`config.mk`:
```
export PLATFORM = sky130hd
export DESIGN_NAME = flex_counter_mc
export DESIGN_NICKNAME = d
export VERILOG_FILES = /design/src/rtl/flex_counter_pkg.sv /design/src/rtl/flex_counter_chan.sv /design/src/rtl/flex_counter_mc.sv
export SDC_FILE = /design/constraint.sdc
export NUM_CORES = 1
export LEC_CHECK = 0
export BUFFER_PORTS_ARGS = -buffer_cell sky130_fd_sc_hd__buf_2
export CAP_MARGIN = 15
export CORE_MARGIN = 4
export CORE_UTILIZATION = 58
export DETAILED_ROUTE_END_ITERATION = 10
export GPL_TIMING_DRIVEN = 1
export PLACE_DENSITY = 0.95
export SLEW_MARGIN = 30
export SYNTH_ARGS = -nofsm -noshare
export SYNTH_HDL_FRONTEND = slang
export SYNTH_SLANG_ARGS = --single-unit
```
`constraint.sdc`:
```
create_clock -name clk -period 9.9 [get_ports clk]
set_input_delay 2.475 -clock clk [delete_from_list [all_inputs] [get_ports clk]]
set_output_delay 2.475 -clock clk [all_outputs]
set_load 0.01 [all_outputs]
```
`src/rtl/flex_counter_pkg.sv`:
```
// Shared definitions for the multi-channel flexible counter.
// Holds the default channel width and channel count, plus the next-action
// encoding used by each channel to select its next count.
package flex_counter_pkg;

  localparam int DEF_NUM_CNT_BITS = 4;
  localparam int DEF_NUM_CHANNELS = 2;

  // What a channel does to its count on the next edge.
  // WRAP: crosses the boundary (up: to 0, down: to rollover_val).
  // SAT : clamps (up: to rollover_val, down from 0: stays 0,
  //       down from above rollover_val: to rollover_val).
  typedef enum logic [2:0] {
    HOLD = 3'd0,
    CLR  = 3'd1,
    LOAD = 3'd2,
    INC  = 3'd3,
    DEC  = 3'd4,
    WRAP = 3'd5,
    SAT  = 3'd6
  } cnt_action_t;

endpackage

```
`src/rtl/flex_counter_chan.sv`:
```
// Single counter channel: up/down, wrap or saturate, with clear and load.
// Latency: one cycle from sampled inputs to registered outputs.
// Backpressure: none; every strobe is acted on at the next edge.
// Ports:
//   clk, rst           clock and synchronous active-high reset
//   clear, load        clear to 0 / parallel load of load_val
//   count_enable       advance the count this cycle
//   count_down         direction (1 = down)
//   sat_mode           boundary behaviour (1 = saturate, 0 = wrap)
//   rollover_val       terminal value
//   count_out          registered count
//   rollover_flag      registered (count_out == rollover_val at update time)
//   wrap_pulse         one-cycle pulse with the first post-wrap count
module flex_counter_chan
  import flex_counter_pkg::*;
#(
  parameter int W = DEF_NUM_CNT_BITS
) (
  input  logic         clk,
  input  logic         rst,
  input  logic         clear,
  input  logic         load,
  input  logic [W-1:0] load_val,
  input  logic         count_enable,
  input  logic         count_down,
  input  logic         sat_mode,
  input  logic [W-1:0] rollover_val,
  output logic [W-1:0] count_out,
  output logic         rollover_flag,
  output logic         wrap_pulse
);

  localparam logic [W-1:0] ZERO = '0;
  localparam logic [W-1:0] ONE  = W'(1);

  cnt_action_t  action;
  logic [W-1:0] next_cnt;

  // Priority: clear > load > count_enable > hold (rst handled in the flop).
  always_comb begin
    action = HOLD;
    if (clear) begin
      action = CLR;
    end else if (load) begin
      action = LOAD;
    end else if (count_enable) begin
      if (!count_down) begin
        // A loaded value above rollover_val is treated as at the boundary.
        if (count_out >= rollover_val) action = sat_mode ? SAT : WRAP;
        else                           action = INC;
      end else begin
        if (count_out == ZERO)             action = sat_mode ? SAT : WRAP;
        else if (count_out > rollover_val) action = SAT;
        else                               action = DEC;
      end
    end
  end

  always_comb begin
    next_cnt = count_out;
    case (action)
      CLR:  next_cnt = ZERO;
      LOAD: next_cnt = load_val;
      INC:  next_cnt = count_out + ONE;
      DEC:  next_cnt = count_out - ONE;
      WRAP: next_cnt = count_down ? rollover_val : ZERO;
      // Down-saturate only reaches SAT at 0 or above rollover_val.
      SAT:  next_cnt = (count_down && count_out == ZERO) ? ZERO : rollover_val;
      default: next_cnt = count_out;
    endcase
  end

  always_ff @(posedge clk) begin
    if (rst) begin
      count_out     <= ZERO;
      rollover_flag <= 1'b0;
      wrap_pulse    <= 1'b0;
    end else begin
      count_out     <= next_cnt;
      // Flag follows the current rollover_val even while the count holds.
      rollover_flag <= (next_cnt == rollover_val);
      wrap_pulse    <= (action == WRAP);
    end
  end

endmodule

```
`src/rtl/flex_counter_mc.sv`:
```
// Bank of NUM_CHANNELS independent flexible counters sharing one clock.
// Latency: one cycle; all outputs are registers inside each channel.
// Backpressure: none; per-channel strobes are consumed every edge.
// Ports: per-channel vectors are N wide; per-channel values are packed
// N*W wide with channel i at bits [i*W +: W].
module flex_counter_mc
  import flex_counter_pkg::*;
#(
  parameter int NUM_CNT_BITS = DEF_NUM_CNT_BITS,
  parameter int NUM_CHANNELS = DEF_NUM_CHANNELS
) (
  input  logic                               clk,
  input  logic                               rst,
  input  logic [NUM_CHANNELS-1:0]            clear,
  input  logic [NUM_CHANNELS-1:0]            load,
  input  logic [NUM_CHANNELS*NUM_CNT_BITS-1:0] load_val,
  input  logic [NUM_CHANNELS-1:0]            count_enable,
  input  logic [NUM_CHANNELS-1:0]            count_down,
  input  logic [NUM_CHANNELS-1:0]            sat_mode,
  input  logic [NUM_CHANNELS*NUM_CNT_BITS-1:0] rollover_val,
  output logic [NUM_CHANNELS*NUM_CNT_BITS-1:0] count_out,
  output logic [NUM_CHANNELS-1:0]            rollover_flag,
  output logic [NUM_CHANNELS-1:0]            wrap_pulse
);

  localparam int W = NUM_CNT_BITS;

  for (genvar i = 0; i < NUM_CHANNELS; i++) begin : g_chan
    flex_counter_chan #(
      .W(W)
    ) u_chan (
      .clk          (clk),
      .rst          (rst),
      .clear        (clear[i]),
      .load         (load[i]),
      .load_val     (load_val[i*W +: W]),
      .count_enable (count_enable[i]),
      .count_down   (count_down[i]),
      .sat_mode     (sat_mode[i]),
      .rollover_val (rollover_val[i*W +: W]),
      .count_out    (count_out[i*W +: W]),
      .rollover_flag(rollover_flag[i]),
      .wrap_pulse   (wrap_pulse[i])
    );
  end

endmodule

```
# Yosys cells after proc, flatten, opt, wreduce, memory -nomap -nowiden
# Index checks and enable logic that the tools add are counted.
word_totals:
  register_bits: 12
  latchBits: 0
  ram_bits: 0
  mem_bits_ro: 0
  input_bits: 28
  out_inout_bits: 12
  word_cells: 54
  n_memories: 0
classes:
  addsub: 4
  n_mul: 0
  n_div: 0
  magnitude_cmp: 4
  eq_ne: 14
  n_shift: 0
  muxes: 22
  bitwise: 0
  n_reduce_logical: 4
op_table:
  columns: ["op", "count"]
  rows:
  - ["one-hot mux 4 bit (6 select lines)", 2]
  - ["2-to-1 mux 3 bit", 12]
  - ["equality test 3 bit, second input constant", 6]
  - ["2-to-1 mux 4 bit", 4]
  - ["equality test 3 x 2 -> 1 bit, second input constant", 4]
  - ["adder 4 x 1 -> 4 bit, second input constant", 2]
  - ["equality test 4 bit", 2]
  - ["greater-or-equal comparator 4 bit", 2]
  - ["greater-than comparator 4 bit", 2]
  - ["logical NOT 4 bit", 2]
  - ["2-to-1 mux 2 bit", 4]
  - ["subtractor 4 x 1 -> 4 bit, second input constant", 2]
  - ["equality test 3 x 1 -> 1 bit, second input constant", 2]
  - ["logical AND 1 bit", 2]

# Logic depth before layout (Yosys ltp)
# Gate-level depths: netlist (run 1).
logic_depth:
  word_depth: 10
  mapped_depth: 16
  ltp_nobuf: 16

# Hierarchy
# A second synthesis (run 1) with hierarchy kept.
hier_totals:
  hier_cells: 204
  hier_area_um2: 1571.5
modules_own_cells:
  columns: ["mod", "n_inst", "cells_each", "area_per_inst_um2", "seq_area_each_um2"]
  rows:
  - ["flex_counter_chan", 2, 102, 785.8, 120.1]

# Worst setup path after synthesis (run 1)
# No wires, ideal clock.
synth_path:
  path_kind: "in2reg"
  from: "input rollover_val[1]"
  to: "register g_chan[0].u_chan.rollover_flag"
  setup_ns: 0.079
  t_arrival_ns: 5.125
  t_required_ns: 9.821
  path_slack_ns: 4.696
  cell_stages: 14
  path_buffers: 0
  cell_sequence: "inv_1 ha_1 nor2b_1 o211ai_1 a31oi_1 nor3_1 ha_1 a21o_1 a21oi_1 xnor2_1 mux2i_1 o21ai_1 a22o_1 a211oi_2"
synth_between:
  elab_chain_len: 10
  word_cells_on_any_way: 19
  classes_between: "order compare (2); eq/ne (7); mux (10)"
synth_rtl:
  columns: ["element", "line_no", "text"]
  rows:
  - ["start, declared", "flex_counter_mc.sv:20", "input logic [NUM_CHANNELS*NUM_CNT_BITS-1:0] rollover_val,"]
  - ["greater-than comparator 4 bit", "flex_counter_chan.sv:53", "else if (count_out > rollover_val) action = SAT;"]
  - ["2-to-1 mux 2 bit", "flex_counter_chan.sv:53", null]
  - ["2-to-1 mux 3 bit", "flex_counter_chan.sv:52", "if (count_out == ZERO) action = sat_mode ? SAT : WRAP;"]
  - ["2-to-1 mux 3 bit", "flex_counter_chan.sv:47", "if (!count_down) begin"]
  - ["2-to-1 mux 3 bit", "flex_counter_chan.sv:46", "end else if (count_enable) begin"]
  - ["2-to-1 mux 3 bit", "flex_counter_chan.sv:44", "end else if (load) begin"]
  - ["2-to-1 mux 3 bit", "flex_counter_chan.sv:42", "if (clear) begin"]
  - ["equality test 3 bit, or another cell as far along", "flex_counter_chan.sv:61", "case (action)"]
  - ["one-hot mux 4 bit (6 select lines)", "flex_counter_chan.sv:61", null]
  - ["equality test 4 bit *", "flex_counter_chan.sv:81", "rollover_flag <= (next_cnt == rollover_val);"]
  - ["end signal, assigned", "flex_counter_chan.sv:81", null]
  - ["end, declared", "flex_counter_chan.sv:29", "output logic rollover_flag,"]
# Mark *: on every way between the ends. The rest lies on a longest branch, timed or not.
# A chain may end at the register's enable or synchronous reset.

# Final worst setup path (run 1)
# Same ends and word-level chain as after synthesis.

==> results of run 1 <==
==> where the power goes <==
part | internal (mW) | leakage, nW | total (mW) | switching, mW
registers | 0.0504 | 0.0979 | 0.0557 | 0.00530
clock network | 0.0223 | 0.0210 | 0.0377 | 0.0153
logic | 0.0282 | 0.743 | 0.0658 | 0.0376
total | 0.101 | 0.862 | 0.159 | 0.0582
==> cells in the mapped netlist (5+ instances only) <==
library cell  count
a211oi_1          6
nand2_1          20
a21oi_1          20
ha_1             12
nor3_1            6
nor2_1           25
dfxtp_1          12
o21ai_1           5
a21o_1            5
inv_1            11
==> sequential cells by signal (all words and copies together) (netlist names) <==
name and cells:
g_chan.u_chan.count_out 8, g_chan.u_chan.rollover_flag 2, g_chan.u_chan.wrap_pulse 2
==> per-layer routing <==
layer,share of wire [%],vias up
met4,0.91,0
met1,43,781
met3,11,6
met5,0,-
li1,-,884
met2,45,101
==> area by class of cell <==
type                    count  area (sq um)  share of cell area, %
clock buffers               4          36.3                   1.96
flip-flops and latches     12           240                   13.0
repair buffers             39           195                   10.6
inverters                  11          41.3                   2.23
multi-input cells         184          1300                   70.2
well taps                  30          37.5                   2.03
==> worst paths after layout <==
path	end	slack, ns	depth (start not counted)
setup / recovery	g_chan[0].u_chan.rollover_flag	4.50	15
hold / removal	g_chan[0].u_chan.count_out[0]	0.68	2
setup reg to reg	g_chan[0].u_chan.rollover_flag	6.35	13
hold reg to reg	g_chan[0].u_chan.count_out[0]	0.68	2
==> kinds of logic after synthesis <==
family	share of synthesized area, %
AND/OR/NAND/NOR	28.1
flip-flops	14.7
XOR/XNOR	3.22
AO/OA/AOI/OAI	35.9
buffers and inverters	5.75
adder cells (fa/ha/maj)	11.7
multiplexers	0.614
==> critical path: cells and delay by family <==
kind / cells / cell delay, ns
simple gates: 2 / 0.55
mux: 1 / 0.26
xor+xnor: 1 / 0.16
compound gates: 7 / 1.32
buf+inv: 2 / 0.20
fa+ha+maj: 2 / 0.63
==> impl_metrics.json, run 1 <==
{
  "die_width_um": 61.0,
  "cts_tree": "yes",
  "nNetsFinal": 293,
  "netlist_area_sq_mm": 0.00163,
  "ys.warnings.count": 0,
  "std_cell_rows": 18,
  "final_area_sq_mm": 0.00185,
  "port_buffers": 39,
  "yosys-top-cells-area": "dfxtp_1, ha_1, a21oi_1, nor2_1, nand2_1",
  "vias": 1772,
  "endpoint_kind": "flop",
  "fin_ws_ns": 4.50,
  "wl_per_cell_um": 15.8,
  "drt-total-wl_um": 4420,
  "fin_util_pct": 71.4,
  "drtPass1Iterations": 4,
  "gp_congestion": 0.991,
  "syn_to_final_growth_pct": 13.3,
  "use_met2_pct": 40.8,
  "hold_class": "reg -> reg",
  "rsz0062_at_grt": "no",
  "ys_seq_area_share_pct": 14.7,
  "min_period_over_period_pct": 54.6,
  "p_per_area_mw_per_mm2": 86.1,
  "clkSlewWorstSetupHoldPaths_ns": 0.07,
  "layout_min_cycle_time_ns": 5.40,
  "first_iter_violations": 137,
  "grt_pass1_wl_um": 7380,
  "cp.required_ns": 10.10,
  "antenna_found_initial": 0,
  "postRouteAntennaNets": 0,
  "grtUsageMet3_pct": 6.08,
  "skew_ns": 0.00324,
  "critPathArrivalTime_ns": 5.60,
  "setup_viol": 0,
  "io_pins": 40,
  "worstSetupPathType": "in -> reg",
  "ys.flop_type": "dfxtp_1",
  "gr-usage-all-layers_pct": 25.9,
  "hold_viol_final": 0,
  "final_common_cell": "buf_2",
  "path_max_fanout": 5,
  "startpoint": "rollover_val[1]",
  "use_met1_pct": 36.7,
  "relSlewSlack_pct": 69.1,
  "max_freq_mhz": 185,
  "yosysTopAreaCellShare_pct": 14.7,
  "synth-seq-cells": 12,
  "cap_violations": 0,
  "ctsResizeCount": 0,
  "cts_buffer_depth": 2,
  "drive_gt1_share_pct": 24.0,
  "synthArstFlopShare_pct": 0,
  "dp_cells": 276,
  "antennaDiodeCount": 0,
  "fin_cells": 280,
  "clock_sinks": 12,
  "ctsHoldBuffers": 0,
  "clockRootBuffer": "clkbuf_4",
  "cts_setup_buffers": 0,
  "hp-start": "g_chan[0].u_chan.count_out[0]",
  "vias_per_cell": 6.33,
  "die_h_um": 61.0,
  "synth_area_leader_cell": "dfxtp_1",
  "numCtsBuffers": 3,
  "cp_slowest_cell": "nor3_1",
  "busiest_layer": "met2",
  "cp_cell_sequence": "buf_2, inv_1, ha_1, nor2b_1, o211ai_1, a31oi_1, nor3_1, ha_1, a21o_1, a21oi_1, xnor2_1, mux2i_1, o21ai_1, a22o_1, a211oi_2",
  "core_sq_mm": 0.00259,
  "whs_ns": 0.685,
  "htree_levels": 1,
  "syn-num-nets": 257,
  "avgSynthCellArea_sq_um": 7.59,
  "nFillCells": 210,
  "fin_tns_setup_ns": 0,
  "reg2reg_from": "g_chan[0].u_chan.count_out[1]",
  "synthCells": 215,
  "maxSlewViolCount": 0,
  "dieArea_sq_mm": 0.00373,
  "synth.distinct_cells": 63,
  "critical_path.max_stage_delay_ns": 0.39,
  "total_power_mw": 0.159,
  "leakage_nw": 0.862,
  "place_area_sq_mm": 0.00181,
  "final_cell_mix": "buf_2, nor2_1, a21oi_1, nand2_1",
  "peakVddDrop_mv": 0.0786,
  "status": "completed",
  "grt_overflow": 0,
  "hpwl_um": 3600,
  "grt_pass1_vias": 1663,
  "start_util_pct": 63.0,
  "drc_errors": 0,
  "post-place-ws_ns": 4.22,
  "grt_start_max_net_pins": 12,
  "insertion_delay_ns": 0.27,
  "tightest_slew_ns": 0.464,
  "synth-edff-count": 0,
  "worst_setup_path_start_kind": "input port",
  "crit_top_cell": "ha_1"
}
(Power assumes the default switching activity.)
==> run 2: changes to the inputs <==
--- a/config.mk
+++ b/config.mk
@@ -8,10 +8,10 @@
 export BUFFER_PORTS_ARGS = -buffer_cell sky130_fd_sc_hd__buf_2
 export CAP_MARGIN = 15
 export CORE_MARGIN = 4
-export CORE_UTILIZATION = 58
+export CORE_UTILIZATION = 54
 export DETAILED_ROUTE_END_ITERATION = 10
 export GPL_TIMING_DRIVEN = 1
-export PLACE_DENSITY = 0.95
+export PLACE_DENSITY = 0.9
 export SLEW_MARGIN = 30
 export SYNTH_ARGS = -nofsm -noshare
 export SYNTH_HDL_FRONTEND = slang
==> constraint.sdc (replaced) <==
create_clock -name clk -period 4.99 [get_ports clk]
set_input_delay 1.2475 -clock clk [delete_from_list [all_inputs] [get_ports clk]]
set_output_delay 1.2475 -clock clk [all_outputs]
set_load 0.01 [all_outputs]
==> run 2 against run 1 <==
Against the previous run:
- combinational power rose by 99%
- flip-flop and latch count unchanged
- sequential share of layout area about the same
- via count grew 2.7%
- clock power increased by 120%
- first-iteration DRC count increased by 1.5%
- count of clock-buffer cells in the layout did not move
- global-route usage is 2.7 points lower
- register-to-register slack got worse by 5.0 ns
- largest cell class unchanged
- cell count increased by 0.36%
- hold slack better by 0.0037 ns
- largest power group unchanged
- clock skew rose by 0.0061 ns
==> impl_metrics.json, run 2 (synthesized netlist as in run 1, its figures left out) <==
{
  "setup_viol": 0,
  "drc_errors": 0,
  "hpwl_um": 3630,
  "drtPass1Iterations": 4,
  "cts_buffer_depth": 2,
  "die_h_um": 63.0,
  "cp_cell_sequence": "buf_2, inv_1, ha_1, nor2b_1, o211ai_1, a31oi_1, nor3_1, ha_1, a21o_1, a21oi_1, xnor2_1, mux2i_1, o21ai_1, a22o_1, a211oi_2",
  "grt_pass1_vias": 1643,
  "vias_per_cell": 6.48,
  "skew_ns": 0.00938,
  "antenna_found_initial": 0,
  "fin_util_pct": 65.4,
  "io_pins": 40,
  "wl_per_cell_um": 16.2,
  "hold_class": "reg -> reg",
  "die_width_um": 63.0,
  "clockRootBuffer": "clkbuf_4",
  "ctsResizeCount": 0,
  "worstSetupPathType": "in -> reg",
  "p_per_area_mw_per_mm2": 175,
  "cp.required_ns": 5.20,
  "syn_to_final_growth_pct": 13.3,
  "cts_tree": "yes",
  "nNetsFinal": 293,
  "vias": 1820,
  "critPathArrivalTime_ns": 4.45,
  "start_util_pct": 57.7,
  "reg2reg_from": "g_chan[0].u_chan.count_out[1]",
  "path_max_fanout": 5,
  "endpoint_kind": "flop",
  "grt_overflow": 0,
  "max_freq_mhz": 236,
  "clkSlewWorstSetupHoldPaths_ns": 0.09,
  "hp-start": "g_chan[1].u_chan.count_out[0]",
  "drt-total-wl_um": 4560,
  "numCtsBuffers": 3,
  "clock_sinks": 12,
  "gr-usage-all-layers_pct": 23.1,
  "worst_setup_path_start_kind": "input port",
  "relSlewSlack_pct": 65.6,
  "std_cell_rows": 19,
  "hold_viol_final": 0,
  "drive_gt1_share_pct": 24.0,
  "leakage_nw": 0.862,
  "tightest_slew_ns": 0.516,
  "critical_path.max_stage_delay_ns": 0.40,
  "first_iter_violations": 139,
  "ctsHoldBuffers": 0,
  "gp_congestion": 1.01,
  "core_sq_mm": 0.00283,
  "whs_ns": 0.688,
  "postRouteAntennaNets": 0,
  "reg.largest.list": "g_chan.u_chan.count_out: 8 flops, g_chan.u_chan.rollover_flag: 2 flops, g_chan.u_chan.wrap_pulse: 2 flops",
  "grt_pass1_wl_um": 7520,
  "cts_setup_buffers": 0,
  "grt_start_max_net_pins": 12,
  "largest_register_ffs": 8,
  "final_cell_mix": "buf_2, nor2_1, a21oi_1, nand2_1",
  "cp_slowest_cell": "nor3_1",
  "crit_top_cell": "ha_1",
  "layout_min_cycle_time_ns": 4.24,
  "port_buffers": 39,
  "final_common_cell": "buf_2",
  "status": "completed",
  "peakVddDrop_mv": 0.138,
  "antennaDiodeCount": 0,
  "maxSlewViolCount": 0,
  "htree_levels": 1,
  "regMostFlops": "g_chan.u_chan.count_out",
  "fin_tns_setup_ns": 0,
  "insertion_delay_ns": 0.29,
  "rsz0062_at_grt": "no",
  "min_period_over_period_pct": 84.9,
  "dieArea_sq_mm": 0.00396,
  "startpoint": "rollover_val[1]",
  "total_power_mw": 0.324,
  "cap_violations": 0
}
==> run 2: per-stage QoR <==
| step | instances | area [sq um] | worst slack, ns |
|---|---|---|---|
| 2_1_floorplan | 215 | 1630 | 1.01 |
| 3_3_place_gp | 277 | 1810 | 0.541 |
| 3_5_place_dp | 277 | 1810 | 0.498 |
| 4_1_cts | 281 | 1850 | 0.791 |
| 5_1_grt | 281 | 1850 | 0.545 |
| 6_report | 281 | 1850 | 0.751 |
==> run 2: path summary, 6_finish.rpt <==
check        slack [ns]  cells after the start                        endpoint
max                0.75                     15  g_chan[0].u_chan.rollover_flag
min                0.69                      2   g_chan[1].u_chan.count_out[0]
max reg2reg        1.34                     13  g_chan[0].u_chan.rollover_flag
min reg2reg        0.69                      2   g_chan[1].u_chan.count_out[0]
==> run 2: critical path: cells and delay by family <==
kind                       cells  cell delay [ns]
muxes                          1             0.27
xor gates and xnor gates       1             0.17
adders and majority gates      2             0.63
and+or+nand+nor                2             0.55
buffers and inverters          2             0.20
AOI/OAI and AO/OA              7             1.36
==> run 2: per-layer routing <==
metal | share of wire [%] | GRT usage (%)
met3 | 10 | 5.76
met2 | 43 | 34.5
met4 | 1.2 | 6.89
met1 | 46 | 32.5
met5 | 0 | 0
==> run 2: final cells by class <==
cell class              count  area (sq um)
fillers                   271           980
well taps                  31          38.8
clock buffers               4          36.3
repair buffers             39           195
flip-flops and latches     12           240
multi-input cells         184          1300
inverters                  11          41.3
==> run 2: where the power goes <==
| part | switching, mW | internal (mW) |
|---|---|---|
| clock network | 0.0374 | 0.0444 |
| logic | 0.0755 | 0.0559 |
| registers | 0.0104 | 0.100 |
| total | 0.123 | 0.200 |
